## config.mk

```make
export PLATFORM = sky130hd
export DESIGN_NAME = mod_counter
export DESIGN_NICKNAME = d
export VERILOG_FILES = /design/src/rtl/counter_pkg.sv /design/src/rtl/tick_prescaler.sv /design/src/rtl/mod_counter.sv
export SDC_FILE = /design/constraint.sdc
export NUM_CORES = 1
export LEC_CHECK = 0
export ABC_AREA = 1
export CELL_PAD_IN_SITES_DETAIL_PLACEMENT = 1
export CELL_PAD_IN_SITES_GLOBAL_PLACEMENT = 2
export CORE_MARGIN = 5
export CORE_UTILIZATION = 30
export DETAILED_ROUTE_END_ITERATION = 6
export DONT_BUFFER_PORTS = 1
export PLACE_DENSITY_LB_ADDON = 0.1
export SYNTH_ARGS = -nofsm -noshare
export SYNTH_HDL_FRONTEND = slang
export SYNTH_SLANG_ARGS = --single-unit
```

## constraint.sdc

```tcl
create_clock -name clk -period 2.15 [get_ports clk]
set_clock_uncertainty 0.2 [all_clocks]
set_input_delay 0.1075 -clock clk [delete_from_list [all_inputs] [get_ports clk]]
set_output_delay 0.1075 -clock clk [all_outputs]
set_load 0.02 [all_outputs]
```

## src/rtl/counter_pkg.sv

```systemverilog
`default_nettype none
// ============================================================================
//  Module      : counter_pkg
//  Description : Shared constants and helpers for the counter family.
//  Revision    : 1.0 - initial release
// ============================================================================
package counter_pkg;

    // Range-end behaviour selectors for the SATURATE parameter
    localparam int MOD_COUNTER_MODE_WRAP = 0;
    localparam int MOD_COUNTER_MODE_SAT  = 1;

    // Bits needed to hold 0..n-1, never less than one bit
    function automatic int clog2_safe(input int n);
        int w;
        w = (n <= 1) ? 1 : $clog2(n);
        return w;
    endfunction

endpackage : counter_pkg
`default_nettype wire

```

## src/rtl/tick_prescaler.sv

```systemverilog
`default_nettype none
// ============================================================================
//  Module      : tick_prescaler
//  Description : Counts enabled cycles 0..PRESCALE-1 and flags the last one.
//                tick is combinational from en so the owning counter steps
//                on the same edge the prescaler rolls over.
//  Revision    : 1.0 - initial release
// ============================================================================
module tick_prescaler
    import counter_pkg::*;
#(
    parameter int PRESCALE = 4
) (
    input  logic clk,
    input  logic rst_n,
    input  logic en,
    input  logic restart,
    output logic tick
);

    localparam int             c_W    = clog2_safe(PRESCALE);
    localparam logic [c_W-1:0] c_LAST = c_W'(PRESCALE - 1);
    localparam logic [c_W-1:0] c_ONE  = c_W'(1);

    logic [c_W-1:0] r_cnt;
    logic [c_W-1:0] w_cnt_nxt;

    assign tick = en && (r_cnt == c_LAST);

    // Next phase: restart wins, otherwise advance only on enabled cycles
    always_comb begin
        w_cnt_nxt = r_cnt;
        if (restart) begin
            w_cnt_nxt = '0;
        end else if (en) begin
            w_cnt_nxt = (r_cnt == c_LAST) ? '0 : (r_cnt + c_ONE);
        end
    end

    // Phase register
    always_ff @(posedge clk or negedge rst_n) begin
        if (!rst_n) begin
            r_cnt <= '0;
        end else begin
            r_cnt <= w_cnt_nxt;
        end
    end

endmodule : tick_prescaler
`default_nettype wire

```

## src/rtl/mod_counter.sv

```systemverilog
`default_nettype none
// ============================================================================
//  Module      : mod_counter
//  Description : Modulo up/down counter with enable, synchronous clear and
//                load, wrap or saturate at range ends and a registered
//                terminal-count pulse aligned with the new count.
//                Optional feature macro: MOD_COUNTER_PRESCALE_EN (inserts a
//                PRESCALE-cycle prescaler in front of the step enable).
//  Revision    : 1.0 - initial release
// ============================================================================
module mod_counter
    import counter_pkg::*;
#(
    parameter int WIDTH    = 4,
    parameter int MODULO   = 16,
    parameter int SATURATE = 0,
    parameter int PRESCALE = 4
) (
    input  logic             clk,
    input  logic             rst_n,
    input  logic             en,
    input  logic             up,
    input  logic             clear,
    input  logic             load,
    input  logic [WIDTH-1:0] load_val,
    output logic [WIDTH-1:0] q,
    output logic             tc
);

    // Reject illegal configurations at elaboration time
    generate
        if ((MODULO < 2) || (longint'(MODULO) > (longint'(1) << WIDTH))) begin : g_bad_modulo
            $error("mod_counter: MODULO out of range 2..2**WIDTH");
        end
        if (PRESCALE < 1) begin : g_bad_prescale
            $error("mod_counter: PRESCALE must be at least 1");
        end
        if ((SATURATE != MOD_COUNTER_MODE_WRAP) && (SATURATE != MOD_COUNTER_MODE_SAT)) begin : g_bad_saturate
            $error("mod_counter: SATURATE must be 0 or 1");
        end
    endgenerate

    localparam logic [WIDTH-1:0] c_MAX     = WIDTH'(MODULO - 1);
    localparam logic [WIDTH-1:0] c_ONE     = WIDTH'(1);
    localparam logic [WIDTH:0]   c_MOD_EXT = (WIDTH + 1)'(MODULO);
    localparam bit               c_SAT     = (SATURATE == MOD_COUNTER_MODE_SAT);

    logic [WIDTH-1:0] r_q;
    logic             r_tc;
    logic [WIDTH-1:0] w_q_nxt;
    logic             w_tc_nxt;
    logic             w_step;
    logic             w_restart;

    // clear and load both restart the step phase
    assign w_restart = clear | load;

`ifdef MOD_COUNTER_PRESCALE_EN
    tick_prescaler #(
        .PRESCALE (PRESCALE)
    ) u_prescaler (
        .clk     (clk),
        .rst_n   (rst_n),
        .en      (en),
        .restart (w_restart),
        .tick    (w_step)
    );
`else
    assign w_step = en;
`endif

    // Next count and terminal-count: clear > load > step > hold
    always_comb begin
        w_q_nxt  = r_q;
        w_tc_nxt = 1'b0;
        if (clear) begin
            w_q_nxt = '0;
        end else if (load) begin
            // Zero-extend so MODULO == 2**WIDTH never clamps
            w_q_nxt = ({1'b0, load_val} >= c_MOD_EXT) ? c_MAX : load_val;
        end else if (w_step) begin
            if (up) begin
                if (r_q == c_MAX) begin
                    w_tc_nxt = 1'b1;
                    w_q_nxt  = c_SAT ? r_q : '0;
                end else begin
                    w_q_nxt  = r_q + c_ONE;
                end
            end else begin
                if (r_q == '0) begin
                    w_tc_nxt = 1'b1;
                    w_q_nxt  = c_SAT ? r_q : c_MAX;
                end else begin
                    w_q_nxt  = r_q - c_ONE;
                end
            end
        end
    end

    // Count and pulse registers
    always_ff @(posedge clk or negedge rst_n) begin
        if (!rst_n) begin
            r_q  <= '0;
            r_tc <= 1'b0;
        end else begin
            r_q  <= w_q_nxt;
            r_tc <= w_tc_nxt;
        end
    end

    assign q  = r_q;
    assign tc = r_tc;

    // Terminal count implies the count sits at a range end
    always_ff @(posedge clk) begin
        if (rst_n && r_tc) begin
            assert ((r_q == '0) || (r_q == c_MAX))
                else $error("mod_counter: tc high away from a range end");
        end
    end

endmodule : mod_counter
`default_nettype wire

```

==> results.ini <==
[clock_network]
clock_sinks=5
clk_latency_ns=0.24
cts-buffers-inserted=3
clockRootBuffer=clkbuf_4
post_cts_buffers=0
clock_path_buffers=2
htree_levels=1
cts_tree=yes
clkTransAtPathRegs_ns=0.04

[synth]
postSynthNetCount=75
synth_top_cell_by_area=dfrtp_1
synth-seq-cells=5
synth_area_sq_um=415
syn_avg_cell_area_sq_um=6.59
yosys.area.top_type_share_pct=30.1
seq_area_frac_synth_pct=30.1
synthTopCellsByArea=dfrtp_1, nand2_1, inv_1, nor2_1, ha_1
synth_cell_types=19
synth_warnings=0
synth_cells=63

[outcome]
status=finished clean

[floorplanning]
die_x_microns=47.2
fp.dieH_microns=47.2
num_rows=13
core_sq_mm=0.00130
initial_core_util_pct=31.9
die_area_sq_mm=0.00223
ios=15

[power]
ir_worst_vdd_v=0.000281
power.density_mw_per_mm2=567
power.leakage_nw=0.274
power_uw=322

[sta]
finalCritPeriodShare_pct=80.0
setup_viol=0
whs_ns=0.00476
hold_viol_final=0
rsz0062_at_grt=false
fmax_ghz=0.581
fin_tns_setup_ns=0
worst_pin_slew_ns=0.423
final-max-slew-violation-count=0
slew_headroom_pct=71.8
period_needed_ns=1.72

[detailed_routing]
postRouteAntennaNets=0
route.detailed.drc=0
avgRoutedWirePerCell_microns=13.4
vias_per_cell=4.78
firstDrtPassIters=2
drt_wl_total_microns=1240
vias=445
first_iter_violations=5

[global_route]
grt_pass1_vias=451
gr-usage-met1_pct=16.3
grt_antenna_before_repair=0
grt_use_met2_pct=20.3
grt_start_max_net_pins=9
grt-busiest-layer=met2
met3_usage_pct=2.30
grt_pass1_wl_microns=2010
grtUsageTotal_pct=13.0
overflow=0

[layout]
area_delta_synth_final_pct=36.7
nFillCells=173
nNetsFinal=91
antenna_cells=0
final_layout_size_suffix_gt1_share_pct=15.4
instances_no_fill=93

[placed_design]
dp.cells=79
portBuffers=0
place_hpwl_microns=947
gp_congestion=0.702

[min_path]
hold_start=up
hold_class=in2reg

[worst_setup_path]
crit_arrival_ns=1.62
critPathKind=reg2reg
required_ns=2.05
crit_fanout=6
start_kind=flip-flop
r2r_start=q[1]$_DFFE_PN0P_
cp-startpoint=q[1]$_DFFE_PN0P_
crit_path_end_kind=flip-flop

[job]
maxCapViolCount=0

==> cells in the final DEF (no fill, tap or decap), types with 2 or more instances in the layout <==
cell type	synthesis	final
nor2_1	8	8
dfrtp_1	5	5
inv_1	9	9
dlygate4sd3_1	0	10
nor2_2	2	2
o21ai_0	3	3
inv_2	2	2
nand3_1	4	4
clkbuf_4	0	3
nand2_1	17	17
o21ai_1	2	2
ha_1	2	2
==> cell usage after synthesis (all sizes together) <==
library cell / instances
a211oi: 1
a21oi: 1
dfrtp: 5
ha: 2
inv: 11
nand2: 18
nand3: 5
nand4: 1
nor2: 10
nor3: 1
o2111ai: 1
o211ai: 1
o21ai: 5
or2: 1
==> timing repair <==
item | 4_1_cts | 5_1_grt
hold buffers | 10 | 0
hold endpoints to repair | 10 | 0
resized for setup | 0 | 0
==> routing by layer <==
layer | share of wire, % | wire length (microns)
met4 | 0.96 | 12
met3 | 4.4 | 55
met2 | 49 | 611
met5 | 0 | 0
met1 | 45 | 564
==> state kept, by name, summed over array words and instances, names as in the netlist <==
register,count
q,4
tc,1
==> kinds of logic (layout without fill, tap and decap cells) <==
group / Yosys count / after routing / synth area share (%)
simple gates: 36 / 36 / 39.8
fa+ha+maj: 2 / 2 / 6.02
compound gates: 9 / 9 / 14.2
flops: 5 / 5 / 30.1
buf+inv: 11 / 26 / 9.94
==> path summary, 6_finish.rpt <==
| path | endpoint | slack (ns) | cells after the start |
|---|---|---|---|
| worst max-delay path | q[1]$_DFFE_PN0P_ | 0.43 | 6 |
| worst min-delay path | q[3]$_DFFE_PN0P_ | 0.005 | 6 |
| worst max register to register | q[1]$_DFFE_PN0P_ | 0.43 | 6 |
| worst min register to register | q[0]$_DFFE_PN0P_ | 0.42 | 3 |
| max in group asynchronous | q[2]$_DFFE_PN0P_ | 1.04 | 2 |
| min in group asynchronous | tc$_DFF_PN0_ | 0.50 | 2 |
==> power by group <==
group          leakage [nW]  internal [mW]  switching [mW]
Clock                0.0150         0.0701          0.0379
Sequential           0.0650          0.102          0.0226
Combinational         0.194         0.0386          0.0506
==> per-stage QoR <==
| step | setup slack [ns] | instance area (sq um) | util (%) |
|---|---|---|---|
| after detailed placement | 0.427 | 442 | 33.9 |
| final | 0.430 | 568 | 43.7 |
| after global placement | 0.457 | 442 | 33.9 |
| after floorplan | 0.550 | 415 | - |
| after CTS | 0.414 | 568 | 43.7 |
| after global routing | 0.254 | 568 | 43.7 |
==> worst max-delay path, stage by stage (launching register included) <==
cell	delay, ns
dfrtp_1	0.53
inv_1	0.12
ha_1	0.30
a21oi_1	0.12
o21ai_0	0.10
o2111ai_1	0.09
o21ai_0	0.13
==> final cells by class <==
cell class / instances / area (sq um) / area share (%)
Tap cell: 15 / 18.8 / 3.30
Inverter: 11 / 41.3 / 7.27
Sequential cell: 5 / 125 / 22.0
Clock buffer: 4 / 26.3 / 4.63
Timing Repair Buffer: 11 / 108 / 18.9
Multi-Input combinational cell: 47 / 249 / 43.8
No activity file was read; power rests on OpenSTA's default activity.
